File: config.mk
export PLATFORM = sky130hd
export DESIGN_NAME = idma_job_arbiter
export DESIGN_NICKNAME = d
export VERILOG_FILES = /design/src/rtl/idma_job_arbiter.sv
export SDC_FILE = /design/constraint.sdc
export NUM_CORES = 1
export LEC_CHECK = 0
export ABC_AREA = 1
export BUFFER_PORTS_ARGS = -buffer_cell sky130_fd_sc_hd__buf_4
export CORE_AREA = 2 2 208 210
export CTS_BUF_LIST = sky130_fd_sc_hd__clkbuf_16
export DETAILED_ROUTE_END_ITERATION = 8
export DIE_AREA = 0 0 210 212
export PLACE_DENSITY = 0.3
export SYNTH_ARGS = -nofsm -noshare
export SYNTH_HDL_FRONTEND = slang
export SYNTH_SLANG_ARGS = --single-unit
File: constraint.sdc
create_clock -name clk_i -period 4.3 [get_ports clk_i]
set_clock_uncertainty 0.15 [all_clocks]
set_input_delay 0.86 -clock clk_i [delete_from_list [all_inputs] [get_ports clk_i]]
set_output_delay 0.86 -clock clk_i [all_outputs]
set_load 0.01 [all_outputs]
File: src/rtl/idma_job_arbiter.sv
// idma_job_arbiter
// Round-robin arbiter that sits between several iDMA frontends and a single
// backend. A registered grant is locked until the backend accepts the job.
// The requester ID of every accepted job is queued so that in-order backend
// responses can be routed back to the requester that issued them.
//
// state   | meaning
// --------+-------------------------------------------------------------
// ST_ARB  | no grant held; pick next valid requester if ID queue has room
// ST_LOCK | grant held; job offered to backend until it is accepted

module idma_job_arbiter #(
  parameter int unsigned NumReq         = 2,
  parameter int unsigned JobWidth       = 128,
  parameter int unsigned RspWidth       = 64,
  parameter int unsigned MaxOutstanding = 4
) (
  input  logic                                clk_i,
  input  logic                                rst_i,
  input  logic [NumReq*JobWidth-1:0]          req_i,
  input  logic [NumReq-1:0]                   req_valid_i,
  output logic [NumReq-1:0]                   req_ready_o,
  output logic [JobWidth-1:0]                 be_req_o,
  output logic                                be_req_valid_o,
  input  logic                                be_req_ready_i,
  input  logic [RspWidth-1:0]                 be_rsp_i,
  input  logic                                be_rsp_valid_i,
  output logic                                be_rsp_ready_o,
  output logic [RspWidth-1:0]                 rsp_o,
  output logic [NumReq-1:0]                   rsp_valid_o,
  input  logic [NumReq-1:0]                   rsp_ready_i,
  output logic                                busy_o,
  output logic [$clog2(MaxOutstanding+1)-1:0] outstanding_o,
  output logic                                err_o
);

  localparam int unsigned IdxW = $clog2(NumReq);
  localparam int unsigned PtrW = $clog2(MaxOutstanding);
  localparam int unsigned CntW = $clog2(MaxOutstanding + 1);

  typedef enum logic {
    ST_ARB  = 1'b0,
    ST_LOCK = 1'b1
  } state_e;

  state_e            r_state;
  state_e            w_state_nxt;
  logic [IdxW-1:0]   r_grant;
  logic [IdxW-1:0]   r_rr_ptr;
  logic [IdxW-1:0]   w_sel;
  logic              w_sel_vld;
  logic              w_grant_load;
  logic              w_push;
  logic              w_pop;
  logic              w_full;
  logic              w_empty;
  logic [IdxW-1:0]   w_head;
  logic [31:0]       w_job_base;

  logic [IdxW-1:0]   r_ids [MaxOutstanding];
  logic [PtrW-1:0]   r_wr_ptr;
  logic [PtrW-1:0]   r_rd_ptr;
  logic [CntW-1:0]   r_count;
  logic              r_err;

  assign w_full     = (r_count == CntW'(MaxOutstanding));
  assign w_empty    = (r_count == '0);
  assign w_head     = r_ids[r_rd_ptr];
  assign w_job_base = 32'(r_grant) * JobWidth;

  // (base + off) mod NumReq for off < NumReq
  function automatic logic [IdxW-1:0] wrap_idx(input logic [IdxW-1:0] base,
                                               input int unsigned     off);
    int unsigned sum;
    sum = 32'(base) + off;
    if (sum >= NumReq) sum = sum - NumReq;
    return sum[IdxW-1:0];
  endfunction

  // Round-robin pick: first valid requester at or after the pointer
  always_comb begin
    w_sel     = '0;
    w_sel_vld = 1'b0;
    for (int unsigned i = 0; i < NumReq; i++) begin
      if (!w_sel_vld && req_valid_i[wrap_idx(r_rr_ptr, i)]) begin
        w_sel     = wrap_idx(r_rr_ptr, i);
        w_sel_vld = 1'b1;
      end
    end
  end

  // FSM next state and job-side outputs
  always_comb begin
    w_state_nxt    = r_state;
    w_grant_load   = 1'b0;
    w_push         = 1'b0;
    be_req_valid_o = 1'b0;
    be_req_o       = '0;
    req_ready_o    = '0;
    case (r_state)
      ST_ARB: begin
        // full is judged on registered occupancy, so a same-cycle pop
        // does not open a slot until the following cycle
        if (w_sel_vld && !w_full) begin
          w_state_nxt  = ST_LOCK;
          w_grant_load = 1'b1;
        end
      end
      ST_LOCK: begin
        // grant is held even if the requester drops its valid
        be_req_valid_o       = 1'b1;
        be_req_o             = req_i[w_job_base +: JobWidth];
        req_ready_o[r_grant] = be_req_ready_i;
        if (be_req_ready_i) begin
          w_push      = 1'b1;
          w_state_nxt = ST_ARB;
        end
      end
      default: w_state_nxt = ST_ARB;
    endcase
  end

  // FSM state, held grant and round-robin pointer
  always_ff @(posedge clk_i or posedge rst_i) begin
    if (rst_i) begin
      r_state  <= ST_ARB;
      r_grant  <= '0;
      r_rr_ptr <= '0;
    end else begin
      r_state <= w_state_nxt;
      if (w_grant_load) r_grant <= w_sel;
      if (w_push) begin
        r_rr_ptr <= (r_grant == IdxW'(NumReq - 1)) ? '0 : r_grant + 1'b1;
      end
    end
  end

  // Response routing to the requester at the head of the ID queue
  always_comb begin
    rsp_valid_o    = '0;
    rsp_o          = '0;
    be_rsp_ready_o = 1'b1;
    w_pop          = 1'b0;
    if (!w_empty) begin
      rsp_valid_o[w_head] = be_rsp_valid_i;
      rsp_o               = be_rsp_i;
      be_rsp_ready_o      = rsp_ready_i[w_head];
      w_pop               = be_rsp_valid_i & rsp_ready_i[w_head];
    end
  end

  // Issued-ID queue: pointers wrap naturally, depth is a power of two
  always_ff @(posedge clk_i or posedge rst_i) begin
    if (rst_i) begin
      r_wr_ptr <= '0;
      r_rd_ptr <= '0;
      r_count  <= '0;
      for (int i = 0; i < MaxOutstanding; i++) r_ids[i] <= '0;
    end else begin
      if (w_push) begin
        r_ids[r_wr_ptr] <= r_grant;
        r_wr_ptr        <= r_wr_ptr + 1'b1;
      end
      if (w_pop) r_rd_ptr <= r_rd_ptr + 1'b1;
      case ({w_push, w_pop})
        2'b10:   r_count <= r_count + 1'b1;
        2'b01:   r_count <= r_count - 1'b1;
        default: r_count <= r_count;
      endcase
    end
  end

  // Sticky flag: backend response with nothing outstanding
  always_ff @(posedge clk_i or posedge rst_i) begin
    if (rst_i) begin
      r_err <= 1'b0;
    end else if (w_empty && be_rsp_valid_i) begin
      r_err <= 1'b1;
    end
  end

  assign busy_o        = (r_state == ST_LOCK) || !w_empty;
  assign outstanding_o = r_count;
  assign err_o         = r_err;

endmodule

==> results.cfg <==
[setup_path]
cp-end-kind = primary output
startpoint_type = register
slowest_stage = dfrtp_4
worst_r2r_startpoint = r_state
critPathRequiredTime_ns = 3.29
slowest_delay_ns = 0.57
critPathMaxFanout = 69
critPathTopFamily = buffers and inverters
critPathBufInv = 3
timing.rr.end = outstanding_o[2]
rrSetupSlack_ns = 1.87
crit_chain = inv_6 -> buf_4 -> nor2_2 -> nor2_1 -> buf_4
rr_worst_depth = 7
arrival_ns = 2.09
path_common_cell = buf_4
critical_path_class = reg -> out

[grt]
grt_max_degree = 74
antenna_found_initial = 0
grt_pass1_vias = 5518
track_usage_pct = 9.99
grt_pass1_wl_mm = 34.4
grt.overflow.total = 0

[synthesis]
syn_nets = 996
syn_area_per_cell_um2 = 5.19
synth-seq-area-share_pct = 10.9
synthSimpleGateAreaFrac_pct = 45.4
synthAdderAreaFrac_pct = 2.40
post_synth_num_cell_types = 22
netlist_area_um2 = 3430
synth-compound-area-share_pct = 20.9
ys_warn_count = 0
synth_top_family_by_area = simple AND/OR/NAND/NOR gates
netlist_instances = 662
synth_xor_area_share_pct = 0.765
synth.area.mux_share_pct = 0
synth_seq_cells = 15

[clocking]
clockBufferDepth = 2
clock_latency_ns = 0.25
cts-resized-gates = 0
cts_tree = yes
cts-hold-fix-buffers = 0
cts_root_buffer = clkbuf_16
postCtsSetupBuffers = 0
cts_sinks = 15
clk_pin_slew_ns = 0.05
cts_buffers = 3
h-tree-depth = 1

[cells_and_area]
drive_above_1_share_pct = 53.7
final_common_cell = buf_4
final_nets = 1491
final_cell_mix = buf_4 (536), nor2_1 (257), o21ai_0 (112), inv_1 (78), nor2_2 (70)
n_antenna_cell = 0
instances_no_fill = 1702
fillers = 4952
area_delta_synth_final_pct = 131

[status]
outcome = finished clean

[floorplan]
dieArea_um2 = 44500
row_count = 76
die_w_um = 210
core_region_area_um2 = 42500
ios = 531
start_util_pct = 8.08
die_y_um = 212

[timing]
max_freq_mhz = 323
rsz0062_at_grt = no
finalCritPeriodShare_pct = 72.0
slew_headroom_pct = 48.5
worst_slew_pin_slew_ns = 0.773
finalSetupViolCount = 0
fin_tns_setup_ns = 0
hold_viol_final = 0
drv_slew = 0
fin_crit_ns = 3.10

[run]
cap_viol_max_count = 0

[detailed_routing]
via_per_inst = 3.39
postRouteAntennaNets = 0
num_vias = 5775
wl_per_cell_um = 14.3
drc = 0
first_pass_iters = 4
first_iter_violations = 201
totalWireLength_mm = 24.4

[power]
clockPowerShare_pct = 4.5
seqPwrFrac_pct = 8.8
p_int_w = 0.00193
p_per_area_nw_per_um2 = 523
power_frac_comb_pct = 86.7
vdd_drop_max_mv = 0.182
p_leak_nw = 4.31
switching_share_pct = 53.5
net-switching-power_w = 0.00222

[placed_design]
portBuffers = 530
dp_hpwl_mm = 20.3
gp_congestion = 0.840
dp_cells = 1698

[worst_hold_path]
hold_end = err_o
hold_start = err_o
min_path_type = reg -> reg
whs_path_depth = 1
## layer usage
layer  vias to the layer above  global-route usage [%]  wire length [µm]
met1                      2517                    11.9              9620
li1                       3005                       -                 -
met4                         0                    1.47               307
met3                        12                    1.54              1400
met5                         -                       0                 0
met2                       241                    19.2             13100
## power by group through the flow
stage	clock, W	combinational [W]	sequential [W]
floorplan	0	0.00197	0.000266
global placement	0	0.00372	0.000383
detailed placement	0	0.00368	0.000375
CTS	0.000193	0.00369	0.000374
global route	0.000202	0.00397	0.000393
finish	0.000186	0.00359	0.000367
## registers in the layout, indices dropped and copies added, names as in the netlist
name and flops:
r_wr_ptr 2, r_state 1, err_o 1, r_ids 4
outstanding_o 3, r_rr_ptr 1, r_grant 1, r_rd_ptr 2
## stage by stage
step	utilization (%)	setup WS, ns	power, W	cell area [µm²]	hold WS, ns
floorplan	-	1.96	0.00223	3430	0.309
global placement	18.5	1.46	0.00411	7850	0.318
detailed placement	18.5	1.45	0.00405	7850	0.319
CTS	18.7	1.18	0.00426	7930	0.331
global route	18.7	1.09	0.00456	7930	0.356
finish	18.7	1.20	0.00415	7930	0.322
## final cells by class
type	instances	area (µm²)	share of cell area [%]
flip-flops and latches	15	383	4.83
repair buffers	539	4080	51.5
inverters	83	317	3.99
clock buffers	3	75.1	0.946
well taps	546	683	8.61
multi-input cells	515	2390	30.1
clock inverters	1	5.00	0.0631
## synth_stat cells
| master | n | area (µm²) |
|---|---|---|
| a21oi_1 | 3 | 15.0 |
| buf_2 | 26 | 130 |
| buf_6 | 7 | 78.8 |
| buf_8 | 8 | 120 |
| clkbuf_1 | 8 | 30.0 |
| clkinv_1 | 1 | 3.75 |
| dfrtp_1 | 15 | 375 |
| fa_1 | 1 | 20.0 |
| ha_1 | 5 | 62.6 |
| inv_1 | 78 | 293 |
| inv_2 | 3 | 11.3 |
| inv_4 | 1 | 6.26 |
| nand2_1 | 27 | 101 |
| nand3_1 | 7 | 35.0 |
| nand3_2 | 2 | 20.0 |
| nor2_1 | 257 | 965 |
| nor2_2 | 70 | 438 |
| o21ai_0 | 112 | 561 |
| o21ai_1 | 27 | 135 |
| o21bai_1 | 1 | 7.51 |
| xnor2_1 | 1 | 8.76 |
| xor2_1 | 2 | 17.5 |
## how the worst max path moves through the flow
stage	start	end	depth (start not counted)
floorplan	be_rsp_valid_i	outstanding_o[2]	10
global placement	r_grant	be_req_o[55]	5
detailed placement	r_grant	be_req_o[118]	5
CTS	r_grant	be_req_o[118]	5
global route	r_grant	be_req_o[84]	5
finish	r_grant	be_req_o[118]	5
## cell families (layout without fill, tap and decap cells)
| group | count (synthesis) | in the layout |
|---|---|---|
| flops | 15 | 15 |
| simple gates | 363 | 363 |
| buf+inv | 132 | 626 |
| compound gates | 143 | 143 |
| xor+xnor | 3 | 3 |
| fa+ha+maj | 6 | 6 |
No activity file was read; power rests on OpenSTA's default activity.
